### src/rtl/agu_arb_pkg.sv
// Shared types and constants for the AGU issue arbiter: the uop word carried
// from the memory issue slots through the AGU into the LSU queue.
package agu_arb_pkg;

  localparam int AGU_BR_W  = 20;
  localparam int AGU_ROB_W = 7;
  localparam int AGU_VA_W  = 40;

  localparam logic [6:0] UOPC_LD     = 7'h01;
  localparam logic [6:0] UOPC_STA    = 7'h02;
  localparam logic [6:0] UOPC_AMO_AG = 7'h43;

  typedef struct packed {
    logic [6:0]           uopc;
    logic [AGU_ROB_W-1:0] rob_idx;
    logic [AGU_BR_W-1:0]  br_mask;
    logic [1:0]           mem_size;
    logic [11:0]          imm;
  } agu_uop_t;

endpackage

### src/rtl/agu_issue_arbiter_if.sv
// Bundle of issue-port, AGU, branch-update and LSU-side signals around the
// arbiter, plus debug taps of the queue occupancy and round-robin pointer.
interface agu_issue_arbiter_if
  import agu_arb_pkg::*;
#(
  parameter int BR_W = AGU_BR_W,
  parameter int VA_W = AGU_VA_W
);
  // Handshakes: a transfer happens on a rising edge where valid and ready are
  // both high; valid never depends on ready, and ready may depend on valid.
  logic [1:0]      req_valid;
  logic [1:0]      req_ready;
  agu_uop_t        req_uop [2];
  logic [63:0]     req_rs1 [2];

  logic            agu_valid;
  agu_uop_t        agu_uop;
  logic [63:0]     agu_rs1;
  logic [VA_W-1:0] agu_addr;
  logic            agu_mxcpt;

  logic [BR_W-1:0] brupdate_resolve_mask;
  logic [BR_W-1:0] brupdate_mispredict_mask;
  logic            flush;

  logic            out_valid;
  logic            out_ready;
  agu_uop_t        out_uop;
  logic [VA_W-1:0] out_addr;
  logic            out_mxcpt;
  logic            out_port;

  logic [1:0]      dbg_count;
  logic            dbg_rr_ptr;

  modport master (
    output req_valid, req_uop, req_rs1, agu_addr, agu_mxcpt,
           brupdate_resolve_mask, brupdate_mispredict_mask, flush, out_ready,
    input  req_ready, agu_valid, agu_uop, agu_rs1, out_valid, out_uop,
           out_addr, out_mxcpt, out_port, dbg_count, dbg_rr_ptr
  );

  modport slave (
    input  req_valid, req_uop, req_rs1, agu_addr, agu_mxcpt,
           brupdate_resolve_mask, brupdate_mispredict_mask, flush, out_ready,
    output req_ready, agu_valid, agu_uop, agu_rs1, out_valid, out_uop,
           out_addr, out_mxcpt, out_port, dbg_count, dbg_rr_ptr
  );
endinterface

### src/rtl/rr_arb2.sv
// Two-way round-robin arbiter; the pointer names the favoured port and moves
// to the other port whenever a grant is issued.
module rr_arb2 (
  input  logic       clock,
  input  logic       reset,
  input  logic [1:0] req,
  input  logic       en,
  output logic [1:0] gnt,
  output logic       rr_ptr
);

  always_comb begin
    gnt = 2'b00;
    if (en) begin
      if (req == 2'b11) gnt = rr_ptr ? 2'b10 : 2'b01;
      else              gnt = req;
    end
  end

  always_ff @(posedge clock) begin
    if (!reset)      rr_ptr <= 1'b0;
    else if (|gnt)   rr_ptr <= gnt[0];
  end

endmodule

### src/rtl/agu_issue_arbiter.sv
// Shares one AGU between two memory issue ports and buffers AGU results in a
// two-entry ordered queue toward the LSU, dropping mispredicted/flushed uops.
module agu_issue_arbiter
  import agu_arb_pkg::*;
#(
  parameter int BR_W  = AGU_BR_W,
  parameter int ROB_W = AGU_ROB_W,
  parameter int VA_W  = AGU_VA_W
) (
  input  logic               clock,
  input  logic               reset,
  agu_issue_arbiter_if.slave bus
);

  localparam int UOP_W = 7 + ROB_W + BR_W + 2 + 12;

  typedef struct packed {
    logic             valid;
    logic [UOP_W-1:0] uop;
    logic [VA_W-1:0]  addr;
    logic             mxcpt;
    logic             port;
  } q_ent_t;

  q_ent_t     q     [2];
  q_ent_t     q_nxt [2];
  q_ent_t     new_ent;
  agu_uop_t   gnt_uop;
  agu_uop_t   head_uop;
  logic [1:0] gnt;
  logic       rr_ptr;
  logic       gsel;
  logic       eligible;
  logic       req_killed;
  logic       enq;
  logic [1:0] live;
  logic       pop;
  logic       keep0;
  logic       keep1;

  function automatic q_ent_t resolve_clear(input q_ent_t e, input logic [BR_W-1:0] res);
    agu_uop_t u;
    u         = agu_uop_t'(e.uop);
    u.br_mask = u.br_mask & ~res;
    e.uop     = u;
    return e;
  endfunction

  function automatic logic br_hit(input logic [UOP_W-1:0] uop_bits, input logic [BR_W-1:0] mis);
    agu_uop_t u;
    u = agu_uop_t'(uop_bits);
    return |(u.br_mask & mis);
  endfunction

  // A full queue blocks grants even if the head pops this cycle.
  assign eligible = ~(q[0].valid & q[1].valid) & reset;

  rr_arb2 u_arb (
    .clock  (clock),
    .reset  (reset),
    .req    (bus.req_valid),
    .en     (eligible),
    .gnt    (gnt),
    .rr_ptr (rr_ptr)
  );

  assign gsel       = gnt[1];
  assign gnt_uop    = bus.req_uop[gsel];
  assign req_killed = bus.flush | (|(gnt_uop.br_mask & bus.brupdate_mispredict_mask));
  assign enq        = (|gnt) & ~req_killed;

  always_comb begin
    agu_uop_t u;
    u               = gnt_uop;
    u.br_mask       = u.br_mask & ~bus.brupdate_resolve_mask;
    new_ent.valid   = 1'b1;
    new_ent.uop     = u;
    new_ent.addr    = bus.agu_addr;
    new_ent.mxcpt   = bus.agu_mxcpt;
    new_ent.port    = gsel;
  end

  always_comb begin
    for (int i = 0; i < 2; i++) begin
      live[i] = q[i].valid & ~br_hit(q[i].uop, bus.brupdate_mispredict_mask) & ~bus.flush;
    end
  end

  assign pop   = live[0] & bus.out_ready;
  assign keep0 = live[0] & ~pop;
  assign keep1 = live[1];

  // Survivors slide toward slot 0 in order; the new entry lands behind them.
  always_comb begin
    q_nxt[0]       = q[0];
    q_nxt[0].valid = 1'b0;
    q_nxt[1]       = q[1];
    q_nxt[1].valid = 1'b0;
    if (keep0 && keep1) begin
      q_nxt[0] = resolve_clear(q[0], bus.brupdate_resolve_mask);
      q_nxt[1] = resolve_clear(q[1], bus.brupdate_resolve_mask);
    end else if (keep0 || keep1) begin
      q_nxt[0] = resolve_clear(keep0 ? q[0] : q[1], bus.brupdate_resolve_mask);
      if (enq) q_nxt[1] = new_ent;
    end else if (enq) begin
      q_nxt[0] = new_ent;
    end
  end

  always_ff @(posedge clock) begin
    if (!reset) begin
      q[0] <= '0;
      q[1] <= '0;
    end else begin
      q[0] <= q_nxt[0];
      q[1] <= q_nxt[1];
    end
  end

  always_comb begin
    head_uop         = agu_uop_t'(q[0].uop);
    head_uop.br_mask = head_uop.br_mask & ~bus.brupdate_resolve_mask;
  end

  assign bus.req_ready  = gnt;
  assign bus.agu_valid  = |gnt;
  assign bus.agu_uop    = gnt_uop;
  assign bus.agu_rs1    = bus.req_rs1[gsel];
  assign bus.out_valid  = live[0];
  assign bus.out_uop    = head_uop;
  assign bus.out_addr   = q[0].addr;
  assign bus.out_mxcpt  = q[0].mxcpt;
  assign bus.out_port   = q[0].port;
  assign bus.dbg_count  = {1'b0, q[0].valid} + {1'b0, q[1].valid};
  assign bus.dbg_rr_ptr = rr_ptr;

endmodule

### src/flat_wrapper.sv
// flat-port wrapper written by rule: the top's interface ports become plain ports
module agu_issue_arbiter_flat import agu_arb_pkg::*;
#(
  parameter int BR_W  = AGU_BR_W,
  parameter int ROB_W = AGU_ROB_W,
  parameter int VA_W  = AGU_VA_W
)
  (clock, reset, bus_req_valid, bus_req_uop, bus_req_rs1, bus_agu_addr, bus_agu_mxcpt, bus_brupdate_resolve_mask, bus_brupdate_mispredict_mask, bus_flush, bus_out_ready, bus_req_ready, bus_agu_valid, bus_agu_uop, bus_agu_rs1, bus_out_valid, bus_out_uop, bus_out_addr, bus_out_mxcpt, bus_out_port, bus_dbg_count, bus_dbg_rr_ptr);
  agu_issue_arbiter_if #(.BR_W(BR_W), .VA_W(VA_W)) bus_i ();
  input  logic clock;
  input  logic reset;
  input wire logic [$bits(bus_i.req_valid)-1:0] bus_req_valid;
  input wire logic [$bits(bus_i.req_uop)-1:0] bus_req_uop;
  input wire logic [$bits(bus_i.req_rs1)-1:0] bus_req_rs1;
  input wire logic [$bits(bus_i.agu_addr)-1:0] bus_agu_addr;
  input wire logic [$bits(bus_i.agu_mxcpt)-1:0] bus_agu_mxcpt;
  input wire logic [$bits(bus_i.brupdate_resolve_mask)-1:0] bus_brupdate_resolve_mask;
  input wire logic [$bits(bus_i.brupdate_mispredict_mask)-1:0] bus_brupdate_mispredict_mask;
  input wire logic [$bits(bus_i.flush)-1:0] bus_flush;
  input wire logic [$bits(bus_i.out_ready)-1:0] bus_out_ready;
  output wire logic [$bits(bus_i.req_ready)-1:0] bus_req_ready;
  output wire logic [$bits(bus_i.agu_valid)-1:0] bus_agu_valid;
  output wire logic [$bits(bus_i.agu_uop)-1:0] bus_agu_uop;
  output wire logic [$bits(bus_i.agu_rs1)-1:0] bus_agu_rs1;
  output wire logic [$bits(bus_i.out_valid)-1:0] bus_out_valid;
  output wire logic [$bits(bus_i.out_uop)-1:0] bus_out_uop;
  output wire logic [$bits(bus_i.out_addr)-1:0] bus_out_addr;
  output wire logic [$bits(bus_i.out_mxcpt)-1:0] bus_out_mxcpt;
  output wire logic [$bits(bus_i.out_port)-1:0] bus_out_port;
  output wire logic [$bits(bus_i.dbg_count)-1:0] bus_dbg_count;
  output wire logic [$bits(bus_i.dbg_rr_ptr)-1:0] bus_dbg_rr_ptr;
  assign bus_i.req_valid = bus_req_valid;
  assign bus_i.req_uop = {>>{bus_req_uop}};
  assign bus_i.req_rs1 = {>>{bus_req_rs1}};
  assign bus_i.agu_addr = bus_agu_addr;
  assign bus_i.agu_mxcpt = bus_agu_mxcpt;
  assign bus_i.brupdate_resolve_mask = bus_brupdate_resolve_mask;
  assign bus_i.brupdate_mispredict_mask = bus_brupdate_mispredict_mask;
  assign bus_i.flush = bus_flush;
  assign bus_i.out_ready = bus_out_ready;
  assign bus_req_ready = bus_i.req_ready;
  assign bus_agu_valid = bus_i.agu_valid;
  assign bus_agu_uop = bus_i.agu_uop;
  assign bus_agu_rs1 = bus_i.agu_rs1;
  assign bus_out_valid = bus_i.out_valid;
  assign bus_out_uop = bus_i.out_uop;
  assign bus_out_addr = bus_i.out_addr;
  assign bus_out_mxcpt = bus_i.out_mxcpt;
  assign bus_out_port = bus_i.out_port;
  assign bus_dbg_count = bus_i.dbg_count;
  assign bus_dbg_rr_ptr = bus_i.dbg_rr_ptr;
  agu_issue_arbiter #(.BR_W(BR_W), .ROB_W(ROB_W), .VA_W(VA_W)) u_core (.clock(clock), .reset(reset), .bus(bus_i));
endmodule
### config.mk
export PLATFORM = sky130hd
export DESIGN_NAME = agu_issue_arbiter_flat
export DESIGN_NICKNAME = d
export VERILOG_FILES = /design/src/rtl/agu_arb_pkg.sv /design/src/rtl/agu_issue_arbiter_if.sv /design/src/rtl/rr_arb2.sv /design/src/rtl/agu_issue_arbiter.sv /design/src/flat_wrapper.sv
export SDC_FILE = /design/constraint.sdc
export NUM_CORES = 1
export LEC_CHECK = 0
export ABC_AREA = 1
export CAP_MARGIN = 30
export CORE_AREA = 2 2 201 203
export DETAILED_ROUTE_END_ITERATION = 8
export DIE_AREA = 0 0 203 205
export PLACE_DENSITY_LB_ADDON = 0.12
export SETUP_SLACK_MARGIN = 0.5
export SKIP_CTS_REPAIR_TIMING = 1
export SYNTH_ARGS = -nofsm -noshare
export SYNTH_HDL_FRONTEND = slang
export SYNTH_HIERARCHICAL = 1
export SYNTH_SLANG_ARGS = --single-unit
export TNS_END_PERCENT = 50
### constraint.sdc
create_clock -name clock -period 2.8 [get_ports clock]
set_input_delay 0.28 -clock clock [delete_from_list [all_inputs] [get_ports clock]]
set_output_delay 0.28 -clock clock [all_outputs]
set_load 0.005 [all_outputs]
==> results.yml <==
run_status:
  status: "finished, violations left"
  violations: "setup timing"
global_routing:
  antenna_found_initial: 8
  grt_pass1_wl_mm: 80.4
  grt_overflow_total: 0
  grt.total_usage_pct: 25.6
  grt_max_degree: 90
  grt_pass1_vias: 13400
synthesis:
  synth-compound-area-share_pct: 11.0
  synth_seq_cells: 183
  synthTopCellsByArea: "dfxtp_1, nand2_1, nor2_1"
  postSynthAreaPerCell_um2: 5.91
  synthCells: 1929
  yosys_warnings: 6
  synth_top_area_cell: "dfxtp_1"
  synth_top_family_by_area: "simple AND/OR/NAND/NOR gates"
  synthMuxAreaShare_pct: 1.14
  synthSimpleGateAreaFrac_pct: 41.3
  syn_area_um2: 11400
  ys_seq_area_share_pct: 32.1
  ys.flop_type: "dfxtp_1"
  synth_top_cell_area_share_pct: 32.1
  synth_fp_nets: 2241
  synthAdderAreaFrac_pct: 0.110
  synth_edf_count: 0
  synth_xor_area_share_pct: 0
  synth.most_common_cell: "nand2_1"
  synthArstFlopShare_pct: 0
  synth_cell_types: 32
  synth_common_cells: "nand2_1, nor2_1, dfxtp_1, o21ai_0, inv_1"
placed_design:
  place_congestion: 0.921
  dp_slack_ps: -280
  port_buffers: 519
  place_hpwl_mm: 42.8
critical_path:
  cp_num_buf_inv: 5
  arrival_ps: 2660
  slowest_delay_ps: 520
  path_class: "flip-flop to output port"
  r2r-end: "u_core/q[0][140]"
  cpMaxStageDelayCell: "clkdlybuf4s50_1"
  cp-end-kind: "output port"
  critical_path_required_ps: 2520
  critPathLaunch: "u_core/q[0][181]"
  r2r-start: "u_core/q[0][181]"
  critPathCapture: "bus_agu_rs1[60]"
  path_max_fanout: 8
  crit_cells: 11
  cp_cell_sequence: "ha_4 > nor2_4 > nand2_2 > a21oi_4 > buf_4 > buf_12 > buf_16 > buf_4 > nand2_1 > nand2_1 > clkdlybuf4s50_1"
  worstRegToRegCells: 20
  start_kind: "flip-flop"
  regToRegSetupSlack_ps: -60
  crit_family: "buffers and inverters"
timing:
  layout_worst_path_cycle_share_pct: 105
  setup_violations: 51
  hold-worst-slack_ps: 277
  grt_setup_unrepaired: "yes"
  worst_pin_slew_ps: 895
  slew_violations: 0
  hold_viol_final: 0
  clock.fmax_ghz: 0.340
  setup_slack_ps: -145
  finalCriticalPeriod_ps: 2940
  slew-limit-headroom_pct: 40.3
  finClkSkew_ps: 13.9
finish:
  drive_gt1_share_pct: 15.0
  syn2layout_area_growth_pct: 69.2
  nets: 2790
hold_path:
  hp-class: "primary input to flip-flop"
floorplan:
  dieArea_um2: 41600
  initial_core_util_pct: 29.0
  fp.dieW_um: 203
  rows: 73
  coreArea_um2: 39400
  die_h_um: 205
  ios: 520
clock_network:
  clock-sinks: 183
  clock_latency_ps: 460
  cts_tree: "done"
  cts_max_path_buffers: 2
  clk_pin_slew_ps: 80
  cts_inserted_buffers: 17
  root_buffer: "clkbuf_16"
  cts_max_level: 4
drt:
  postRouteWirelength_mm: 58.9
  drtIter0Drc: 902
  route.detailed.drc: 0
  first_pass_iters: 5
  dr_total_vias: 14300
  wire_per_inst_um: 19.5
  vias_per_cell: 4.74
  ant_nets: 0
power_and_ir_drop:
  power_mw: 6.71
  powerDensity_nw_per_um2: 348
  peakVddDrop_mv: 0.401
  p_leak_nw: 8.91
flow_run:
  maxCapViolCount: 0
-- stage by stage --
| step | setup TNS [ps] | cell area (um2) | std cells | util, % |
|---|---|---|---|---|
| 2_1_floorplan | 0 | 11600 | 1929 | - |
| 3_3_place_gp | -33550 | 17500 | 2915 | 44.4 |
| 3_5_place_dp | -39110 | 17500 | 2915 | 44.4 |
| 4_1_cts | -36090 | 18100 | 2946 | 46.0 |
| 5_1_grt | -23970 | 19300 | 3018 | 49.0 |
| 6_report | -3050 | 19300 | 3018 | 49.0 |
-- power by group --
part           switching, mW  leakage [nW]  internal [mW]  total [mW]
clock network           1.16         0.292           1.44        2.61
logic                  0.621          7.14          0.877        1.50
registers            0.00209          1.47           2.60        2.60
total                   1.79          8.91           4.92        6.71
-- layout make-up --
cell class	count	area, um2
tap	525	657
clock inverter	12	165
antenna	3	7.51
timing repair inverter	2	15.0
fill	3994	20100
clock buffer	19	443
multi-input combinational	1420	6470
sequential	183	3670
inverter	148	578
timing repair buffer	706	7300
-- worst min-delay path by stage --
stage                      from                  end  slack [ps]  cells after the start
2_1_floorplan             reset  u_core/u_arb/rr_ptr         400                      2
3_3_place_gp    u_core/q[0][30]      u_core/q[0][30]         460                      2
3_5_place_dp   u_core/q[0][171]     u_core/q[0][171]         470                      2
4_1_cts                   reset      u_core/q[0][90]         240                      4
5_1_grt                   reset      u_core/q[0][90]         270                      4
6_report                  reset      u_core/q[0][90]         280                      4
-- state kept, by name, indices dropped and copies added, names as in the netlist --
| name | cells |
|---|---|
| u_core/q | 182 |
| u_core/u_arb/rr_ptr | 1 |
-- cells by family after synthesis --
family | count (synthesis)
flops | 183
compound gates | 246
mux | 13
simple gates | 1160
fa+ha+maj | 1
buf+inv | 326
-- tightest hold or removal path: cells and delay by family --
| family | cells | cell delay (ps) |
|---|---|---|
| buffers and inverters | 3 | 360 |
| AO/OA/AOI/OAI | 1 | 50 |
-- per-layer routing --
metal | routed length, um | global-route usage (%)
met4 | 1490 | 8.16
met3 | 4020 | 5.25
met1 | 24900 | 32.1
met5 | 44 | 0
met2 | 28400 | 44.1
-- cell usage in the layout, fill, tap and decap left out, types with 14 or more instances in the layout --
| cell | n |
|---|---|
| o21ai_1 | 62 |
| buf_6 | 23 |
| inv_1 | 139 |
| nand3_1 | 61 |
| nand2_1 | 552 |
| dlymetal6s2s_1 | 26 |
| nor3b_1 | 21 |
| clkbuf_16 | 33 |
| nor2_1 | 387 |
| buf_4 | 119 |
| clkbuf_2 | 23 |
| o21ai_0 | 147 |
| buf_12 | 27 |
| clkdlybuf4s50_1 | 464 |
| or2_2 | 14 |
| nor3_1 | 14 |
| dfxtp_1 | 181 |
| nand2_2 | 51 |
Note: power is estimated with default switching activity, not from simulation.
